### src/rtl/if_fetch_unit_pkg.sv
// Shared widths, PC constants and the instruction-buffer entry layout for the fetch unit.
package if_fetch_unit_pkg;

   localparam int unsigned ADDR_W = 32;
   localparam int unsigned DATA_W = 32;

   localparam logic [ADDR_W-1:0] PC_STEP  = ADDR_W'(4);
   localparam logic [ADDR_W-1:0] RESET_PC = '0;

   // One buffered instruction together with the PC it was fetched from.
   typedef struct packed {
      logic [ADDR_W-1:0] pc;
      logic [DATA_W-1:0] data;
   } inst_entry_t;

   // Sequential next PC; wraps modulo 2^ADDR_W.
   function automatic logic [ADDR_W-1:0] pc_incr(input logic [ADDR_W-1:0] pc);
      return pc + PC_STEP;
   endfunction

endpackage

### src/rtl/if_sync_fifo.sv
// Small synchronous FIFO with occupancy count and a single-cycle clear.
// Clear takes priority over push and pop in the same cycle.
module if_sync_fifo #(
   parameter int unsigned DEPTH = 2,
   parameter int unsigned WIDTH = 32,
   localparam int unsigned PTR_W = (DEPTH > 1) ? $clog2(DEPTH) : 1,
   localparam int unsigned CNT_W = $clog2(DEPTH + 1)
) (
   input  logic             clk,
   input  logic             reset,
   input  logic             push_i,
   input  logic [WIDTH-1:0] wdata_i,
   input  logic             pop_i,
   input  logic             clear_i,
   output logic [WIDTH-1:0] rdata_o,
   output logic             full_o,
   output logic             empty_o,
   output logic [CNT_W-1:0] count_o
);

   logic [WIDTH-1:0] mem_q [DEPTH];
   logic [PTR_W-1:0] wr_ptr_q, wr_ptr_d;
   logic [PTR_W-1:0] rd_ptr_q, rd_ptr_d;
   logic [CNT_W-1:0] count_q, count_d;
   logic             do_push, do_pop;

   // Pointer wrap that also works for a non-power-of-two depth.
   function automatic logic [PTR_W-1:0] ptr_inc(input logic [PTR_W-1:0] p);
      if (p == PTR_W'(DEPTH - 1)) begin
         return '0;
      end
      return p + PTR_W'(1);
   endfunction

   assign full_o  = (count_q == CNT_W'(DEPTH));
   assign empty_o = (count_q == '0);
   assign count_o = count_q;
   assign rdata_o = mem_q[rd_ptr_q];

   assign do_push = push_i && !full_o;
   assign do_pop  = pop_i && !empty_o;

   // Next pointer and occupancy values.
   always_comb begin
      wr_ptr_d = wr_ptr_q;
      rd_ptr_d = rd_ptr_q;
      count_d  = count_q;
      if (clear_i) begin
         wr_ptr_d = '0;
         rd_ptr_d = '0;
         count_d  = '0;
      end else begin
         if (do_push) begin
            wr_ptr_d = ptr_inc(wr_ptr_q);
         end
         if (do_pop) begin
            rd_ptr_d = ptr_inc(rd_ptr_q);
         end
         count_d = count_q + CNT_W'(do_push) - CNT_W'(do_pop);
      end
   end

   // Pointer and count registers.
   always_ff @(posedge clk or posedge reset) begin
      if (reset) begin
         wr_ptr_q <= '0;
         rd_ptr_q <= '0;
         count_q  <= '0;
      end else begin
         wr_ptr_q <= wr_ptr_d;
         rd_ptr_q <= rd_ptr_d;
         count_q  <= count_d;
      end
   end

   // Storage write; contents are don't-care until counted valid.
   always_ff @(posedge clk) begin
      if (do_push && !clear_i) begin
         mem_q[wr_ptr_q] <= wdata_i;
      end
   end

endmodule

### src/rtl/if_fetch_unit.sv
// Instruction fetch: issues in-order imem reads from the current PC, tags each with
// its PC, buffers returned words for decode and discards wrong-path responses
// left in flight by a redirect.
module if_fetch_unit
   import if_fetch_unit_pkg::*;
#(
   parameter int unsigned FIFO_DEPTH = 2,
   parameter int unsigned MAX_OUT    = 2
) (
   input  logic              clk,
   input  logic              reset,
   input  logic [ADDR_W-1:0] pc_i,
   output logic [ADDR_W-1:0] pc_next_o,
   input  logic              redirect_i,
   input  logic [ADDR_W-1:0] redirect_target_i,
   output logic              imem_req_valid_o,
   input  logic              imem_req_ready_i,
   output logic [ADDR_W-1:0] imem_addr_o,
   input  logic              imem_rsp_valid_i,
   input  logic [DATA_W-1:0] imem_rsp_data_i,
   output logic              inst_valid_o,
   input  logic              inst_ready_i,
   output logic [DATA_W-1:0] inst_o,
   output logic [ADDR_W-1:0] inst_pc_o
);

   localparam int unsigned OUT_W  = $clog2(MAX_OUT + 1);
   localparam int unsigned ICNT_W = $clog2(FIFO_DEPTH + 1);
   localparam int unsigned SUM_W  = ICNT_W + 1;

   logic [OUT_W-1:0]  out_cnt_q, out_cnt_d;
   logic [OUT_W-1:0]  drop_cnt_q, drop_cnt_d;
   logic [OUT_W-1:0]  live;
   logic [ICNT_W-1:0] inst_count;
   logic              issue, rsp_acc;
   logic              inst_push, inst_pop, inst_empty, inst_full;
   logic [ADDR_W-1:0] tag_pc;
   logic              tag_full, tag_empty;
   logic [OUT_W-1:0]  tag_count;
   inst_entry_t       inst_wdata, inst_rdata;
   logic              unused_fifo_status;

   // Requests still in flight whose words will be kept.
   assign live = out_cnt_q - drop_cnt_q;

   // Credit check reserves a buffer slot for every live request; held off during reset.
   assign imem_req_valid_o = !reset && !redirect_i && (out_cnt_q < OUT_W'(MAX_OUT)) &&
                             ((SUM_W'(inst_count) + SUM_W'(live)) < SUM_W'(FIFO_DEPTH));
   assign issue       = imem_req_valid_o && imem_req_ready_i;
   assign imem_addr_o = pc_i;

   // A response with nothing outstanding is stray (e.g. after reset) and ignored.
   assign rsp_acc = imem_rsp_valid_i && (out_cnt_q != '0);

   // Words are kept only when no drop credit remains and no redirect is squashing them.
   assign inst_push  = rsp_acc && (drop_cnt_q == '0) && !redirect_i;
   assign inst_pop   = inst_valid_o && inst_ready_i;
   assign inst_wdata = '{pc: tag_pc, data: imem_rsp_data_i};

   assign inst_valid_o = !inst_empty;
   assign inst_o       = inst_rdata.data;
   assign inst_pc_o    = inst_rdata.pc;

   assign unused_fifo_status = ^{tag_full, tag_empty, tag_count, inst_full};

   // Next PC: redirect wins, otherwise advance only when a request is accepted.
   always_comb begin
      pc_next_o = pc_i;
      if (redirect_i) begin
         pc_next_o = redirect_target_i;
      end else if (issue) begin
         pc_next_o = pc_incr(pc_i);
      end
   end

   // Outstanding and drop counters.
   always_comb begin
      out_cnt_d  = out_cnt_q;
      drop_cnt_d = drop_cnt_q;
      if (issue && !rsp_acc) begin
         out_cnt_d = out_cnt_q + OUT_W'(1);
      end else if (!issue && rsp_acc) begin
         out_cnt_d = out_cnt_q - OUT_W'(1);
      end
      if (redirect_i) begin
         // Everything still outstanding after this cycle is wrong-path.
         drop_cnt_d = out_cnt_q - OUT_W'(rsp_acc);
      end else if (rsp_acc && (drop_cnt_q != '0)) begin
         drop_cnt_d = drop_cnt_q - OUT_W'(1);
      end
   end

   // Counter registers.
   always_ff @(posedge clk or posedge reset) begin
      if (reset) begin
         out_cnt_q  <= '0;
         drop_cnt_q <= '0;
      end else begin
         out_cnt_q  <= out_cnt_d;
         drop_cnt_q <= drop_cnt_d;
      end
   end

   // PCs of outstanding requests, popped in response order.
   if_sync_fifo #(
      .DEPTH (MAX_OUT),
      .WIDTH (ADDR_W)
   ) u_tag_fifo (
      .clk     (clk),
      .reset   (reset),
      .push_i  (issue),
      .wdata_i (pc_i),
      .pop_i   (rsp_acc),
      .clear_i (1'b0),
      .rdata_o (tag_pc),
      .full_o  (tag_full),
      .empty_o (tag_empty),
      .count_o (tag_count)
   );

   // Returned instructions waiting for decode; flushed on redirect.
   if_sync_fifo #(
      .DEPTH (FIFO_DEPTH),
      .WIDTH ($bits(inst_entry_t))
   ) u_inst_fifo (
      .clk     (clk),
      .reset   (reset),
      .push_i  (inst_push),
      .wdata_i (inst_wdata),
      .pop_i   (inst_pop),
      .clear_i (redirect_i),
      .rdata_o (inst_rdata),
      .full_o  (inst_full),
      .empty_o (inst_empty),
      .count_o (inst_count)
   );

endmodule

### config.mk
export PLATFORM = sky130hd
export DESIGN_NAME = if_fetch_unit
export DESIGN_NICKNAME = d
export VERILOG_FILES = /design/src/rtl/if_fetch_unit_pkg.sv /design/src/rtl/if_sync_fifo.sv /design/src/rtl/if_fetch_unit.sv
export SDC_FILE = /design/constraint.sdc
export NUM_CORES = 1
export LEC_CHECK = 0
export BUFFER_PORTS_ARGS = -buffer_cell sky130_fd_sc_hd__buf_2
export CORE_ASPECT_RATIO = 0.75
export CORE_MARGIN = 4
export CORE_UTILIZATION = 57
export CTS_CLUSTER_DIAMETER = 80
export DETAILED_ROUTE_END_ITERATION = 12
export GPL_ROUTABILITY_DRIVEN = 0
export PLACE_DENSITY = 0.82
export SLEW_MARGIN = 20
export SYNTH_ARGS = -nofsm -noshare
export SYNTH_HDL_FRONTEND = slang
export SYNTH_SLANG_ARGS = --single-unit
### constraint.sdc
create_clock -name clk -period 8.1 [get_ports clk]
set_clock_uncertainty 0.05 [all_clocks]
set_input_delay 1.62 -clock clk [delete_from_list [all_inputs] [get_ports clk]]
set_output_delay 1.62 -clock clk [all_outputs]
set_load 0.02 [all_outputs]
After elaboration in Yosys (flattened, before gate mapping). Memories as Yosys holds them, arrays and structs flattened. Index checks and enable logic that the tools add are counted.

Register bits: 12. RAM bits: 192. Input port bits: 102. Output and inout port bits: 130. Word-level logic and storage cells: 95. Memories kept: 2.

$add $sub $neg: 15. $lt $le $gt $ge: 2. Equality and inequality tests: 2. Muxes and demuxes: 33. Reductions and logical operators: 33.

Memories: u_inst_fifo.mem_q (depth 2, width 64, read ports 1, clocked after memory_dff 0, wr ports 1, RTL line if_sync_fifo.sv:21) `logic [WIDTH-1:0] mem_q [DEPTH];`; u_tag_fifo.mem_q (depth 2, width 32, read ports 1, clocked after memory_dff 0, wr ports 1, RTL line if_sync_fifo.sv:21).

Operator list (count): $mux W32 (2); $add A32 B3 Y32 const B (1); $mux W1 (26); $logic_and A1 B1 Y1 (16); $reduce_bool A2 Y1 (6); $mux W2 (5); $logic_not A1 Y1 (8); $logic_not A2 Y1 (3); $sub A2 B1 Y2 (3); $add A1 B1 Y1 const B (4); $add A2 B1 Y2 (2); $eq A2 B2 Y1 const B (2); $sub A2 B1 Y2 const B (2); $add A2 B2 Y3 (1); $lt A3 B2 Y1 const B (1); $add A2 B1 Y2 const B (1); $lt A2 B2 Y1 const B (1); $sub A2 B2 Y2 (1).

Logic depth before layout (Yosys ltp).
Word-level depth: 10. Mapped depth: 11. Gate-level depth less buffers: 11.

Cells and area by module. A second synthesis with hierarchy kept.

Cells, all modules: 602. Area total of the unflattened synthesis: 9345.2 um2.

Modules (own cells, without submodules): if_sync_fifo (u_inst_fifo) (times used 1, cells each 223, area each 5077.4 um2, sequential area each 3943.8 um2); if_sync_fifo (u_tag_fifo) (times used 1, cells each 124, area each 2573.7 um2, sequential area each 2021.9 um2); if_fetch_unit (times used 1, cells each 255, area each 1694.1 um2, sequential area each 100.1 um2).

Least setup slack after synthesis. Ideal clock, no wire load.

Path kind: input -> register. From: input port redirect_i. To: memory u_inst_fifo.mem_q[0][0] in the netlist's numbering, enable pin. Library setup time: 495 ps. Arrival time: 5070 ps. Data required time: 7555 ps. Setup slack: 2485 ps. Stages on the path: 4. Path buffers: 1. Cells stage by stage: buf_1 inv_2 o2111a_1 nor2b_1.

Word-level cells in the longest chain between the ends: 6.

RTL lines: start: declaration (RTL line if_fetch_unit.sv:14) `input logic redirect_i,`; $logic_not A1 Y1 (*) (RTL line if_sync_fifo.sv:78, if_fetch_unit.sv:56); $logic_and A1 B1 Y1 (RTL line if_fetch_unit.sv:56) `assign inst_push = rsp_acc && (drop_cnt_q == '0) && !redirect_i;`; $logic_and A1 B1 Y1 (RTL line if_sync_fifo.sv:40) `assign do_push = push_i && !full_o;`; $logic_and A1 B1 Y1 (*) (RTL line if_sync_fifo.sv:78) `if (do_push && !clear_i) begin`; $mux W1 (*) (RTL line if_sync_fifo.sv:78); $mux W1 (implied by the code) (*) (RTL line if_sync_fifo.sv:79) `mem_q[wr_ptr_q] <= wdata_i;`; end: declaration (RTL line if_sync_fifo.sv:21).

Mark *: on every way between the ends. The rest lies on a longest branch, timed or not.

Final worst setup path.
From: register out_cnt_q[0]. To: output port pc_next_o[31].

Word-level cells in the longest chain between the ends: 7. Elaborated cells on any way between the ends: 9. Those cells by class: 2 x add/sub; 2 x order compare; 2 x mux; 3 x reduce/logical.

RTL lines: start: declaration (RTL line if_fetch_unit.sv:31) `logic [OUT_W-1:0] out_cnt_q, out_cnt_d;`; start signal: assignment (RTL line if_fetch_unit.sv:99) `out_cnt_q <= out_cnt_d;`; $sub A2 B2 Y2 (RTL line if_fetch_unit.sv:44) `assign live = out_cnt_q - drop_cnt_q;`; $add A2 B2 Y3 (RTL line if_fetch_unit.sv:48) `((SUM_W'(inst_count) + SUM_W'(live)) < SUM_W'(FIFO_DEPTH));`; $lt A3 B2 Y1 (RTL line if_fetch_unit.sv:48); $logic_and A1 B1 Y1 (*) (RTL line if_fetch_unit.sv:47) `assign imem_req_valid_o = !reset && !redirect_i && (out_cnt_q < OUT_W'(MAX_OUT)) &&`; $logic_and A1 B1 Y1 (*) (RTL line if_fetch_unit.sv:49) `assign issue = imem_req_valid_o && imem_req_ready_i;`; $mux W32 (*) (RTL line if_fetch_unit.sv:71) `end else if (issue) begin`; $mux W32 (*) (RTL line if_fetch_unit.sv:69) `if (redirect_i) begin`; end: declaration (RTL line if_fetch_unit.sv:13) `output logic [ADDR_W-1:0] pc_next_o,`.

Marks and branches as above.

==> results.toml <==
[worst_setup_path]
cp_slowest_cell = "or4b_1"
cp.arrival_ps = 4380
crit_required_ps = 6430
crit_type = "flip-flop to output pin"
worstPathCellList = "inv_1 -> ha_1 -> nand2b_1 -> fa_1 -> nor4bb_1 -> nand4_1 -> or4b_1 -> a31oi_1 -> buf_2"
critPathMaxFanout = 11
crit_path_max_incr_delay_ps = 660
ff2ff_setup_slack_ps = 4450
r2r_end = "u_tag_fifo.mem_q[0][5]$_DFFE_PP_"
cp-startpoint = "out_cnt_q[0]$_DFFE_PP0P_"
cp-end-kind = "output pin"
startpoint_type = "flip-flop"
crit_end = "pc_next_o[31]"
reg2reg_depth = 7
r2r_start = "out_cnt_q[0]$_DFFE_PP0P_"

[floorplanning]
core_area_sq_um = 15400
start_util_pct = 58.7
die_w_um = 153
io_pins = 232
die_height_um = 117
rows = 39
die_area_sq_um = 17900

[global_route]
grt_util_all_layers_pct = 21.9
grt_pass1_wl_mm = 30.9
antenna_found_initial = 0
grt_pass1_vias = 5824
grt_overflow = 0
grt_start_max_net_pins = 66

[logic_synthesis]
ys_ff_latch = 204
synth_edf_count = 192
yosys.area.top_type = "edfxtp_1"
netlist.area_leader.share_pct = 63.9
syn_nets = 708
ys_seq_area_share_pct = 67.3
synth_warnings = 0
syn_area_sq_um = 9020
synth_cell_types = 49
synth_async_sr_flop_share_pct = 5.88
yosys_most_used_dff = "edfxtp_1"
synth_area_leaders = "edfxtp_1, mux2_2, dfrtp_1, buf_4, xnor2_1"
syn_inst = 597
syn_area_per_cell_sq_um = 15.1

[timing]
hold_viol_final = 0
worst_slack_ps = 2050
maxSlewHeadroom_pct = 29.5
worst_slew_pin_slew_ps = 1060
setup_violations = 0
drv_slew = 0
grt_setup_unrepaired = "no"
max_freq_ghz = 0.165
timing.setup.tns_ps = 0
finalCritPeriodShare_pct = 74.7
worst_hold_slack_ps = 511
period_needed_ps = 6050

[pwr]
peakVddDrop_mv = 0.175
totalPowerFinal_uw = 3150
power.leakage_uw = 0.00401
power_density_nw_per_um2 = 292

[detailed_routing]
drtAntennaViolNets = 0
viasPerCell = 5.68
vias = 5770
drc = 0
drt_wl_total_mm = 20.2
drtPass1Iterations = 5
drt-initial-drc-count = 497
wire_per_inst_um = 19.9

[clock_tree]
cts_tree = "done"
clk_latency_ps = 490
cts_max_level = 1
post_cts_resized = 0
clkSlewWorstSetupHoldPaths_ps = 60
cts_buffers = 20
holdBufCountCts = 0
cts_buffer_depth = 3
clockRootBuffer = "clkbuf_16"
cts_setup_buffers = 0
clock_sinks = 204

[job]
drv_cap = 0

[placed_design]
dp_hpwl_mm = 13.7
dp_slack_ps = 2520
port-buffer-count = 231
placed_area_sq_um = 10100

[final_layout]
fillCellCount = 1046
fin_nets = 908
layout_commonest_cell = "buf_2"
mostFrequentLayoutCells = "buf_2, edfxtp_1, mux2_2"
syn_to_final_growth_pct = 19.7
drive_gt1_share_pct = 45.9
final_area_sq_um = 10800
diodes = 0

[outcome]
status = "finished, final reports clean"

[hold_path]
hp-class = "flip-flop to flip-flop"
state kept, by name, indices dropped and copies added, names as in the netlist:
name                  flops
drop_cnt_q                2
out_cnt_q                 2
u_inst_fifo.count_o       2
u_inst_fifo.mem_q       128
u_inst_fifo.rd_ptr_q      1
u_inst_fifo.wr_ptr_q      1
u_tag_fifo.count_o        2
u_tag_fifo.mem_q         64
u_tag_fifo.rd_ptr_q       1
u_tag_fifo.wr_ptr_q       1
final cells by class:
| class | instances | area (sq um) | share of cell area [%] |
|---|---|---|---|
| tap | 205 | 256 | 2.38 |
| clock buffer | 27 | 527 | 4.88 |
| timing repair buffer | 234 | 1180 | 10.9 |
| clock inverter | 9 | 131 | 1.22 |
| multi-input combinational | 318 | 2560 | 23.8 |
| sequential | 204 | 6070 | 56.2 |
| inverter | 19 | 71.3 | 0.661 |
where the power goes:
part | total (uW) | switching [uW] | internal, uW
clock | 922 | 366 | 555
sequential | 1320 | 41.0 | 1280
combinational | 909 | 533 | 376
total | 3150 | 940 | 2210
kinds of logic after synthesis:
family / count (synthesis) / share of synthesized area [%]
flops: 204 / 67.3
simple gates: 129 / 7.85
mux: 102 / 12.7
buf+inv: 75 / 4.56
compound gates: 54 / 3.95
xor+xnor: 24 / 2.33
fa+ha+maj: 9 / 1.33
critical path, delay by kind of cell (launching register included):
kind | cells | cell delay (ps)
buf+inv | 2 | 330
flops | 1 | 430
compound gates | 1 | 290
fa+ha+maj | 2 | 860
simple gates | 4 | 1980
synth_stat cells, types with 4 or more instances:
cell	count
a31oi_1	16
buf_4	34
clkbuf_1	17
dfrtp_1	12
edfxtp_1	192
ha_1	8
inv_1	18
mux2_2	99
nand2_1	23
nand3_1	17
nand4_1	9
nor2_1	26
nor2b_1	5
nor3_1	5
nor4_1	5
o21ai_0	15
o31ai_1	12
or2_2	5
or3_1	4
or4_1	12
xnor2_1	16
xor2_1	8
stage by stage:
stage | cells | util (%)
3_5_place_dp | 980 | 66.0
4_1_cts | 1016 | 70.2
2_1_floorplan | 597 | -
6_report | 1016 | 70.2
3_3_place_gp | 980 | 66.0
5_1_grt | 1016 | 70.2
layer usage:
| layer | vias to the layer above | GRT usage (%) | routed length, um |
|---|---|---|---|
| li1 | 2665 | - | - |
| met1 | 2804 | 28.9 | 8140 |
| met2 | 263 | 37.7 | 10100 |
| met3 | 38 | 4.56 | 1550 |
| met4 | 0 | 5.76 | 410 |
| met5 | - | 0 | 0 |
worst min-delay path by stage:
stage | from | to | cells past startpoint
2_1_floorplan | u_tag_fifo.wr_ptr_q$_DFFE_PP0P_ | u_tag_fifo.wr_ptr_q$_DFFE_PP0P_ | 1
3_5_place_dp | u_tag_fifo.mem_q[1][23]$_DFFE_PP_ | u_inst_fifo.mem_q[0][55]$_DFFE_PP_ | 1
4_1_cts | u_tag_fifo.mem_q[1][26]$_DFFE_PP_ | u_inst_fifo.mem_q[1][58]$_DFFE_PP_ | 1
5_1_grt | u_tag_fifo.mem_q[0][7]$_DFFE_PP_ | u_inst_fifo.mem_q[1][39]$_DFFE_PP_ | 1
3_3_place_gp | out_cnt_q[0]$_DFFE_PP0P_ | out_cnt_q[0]$_DFFE_PP0P_ | 1
6_report | u_tag_fifo.mem_q[1][26]$_DFFE_PP_ | u_inst_fifo.mem_q[1][58]$_DFFE_PP_ | 1
No activity file was read; power rests on OpenSTA's default activity.
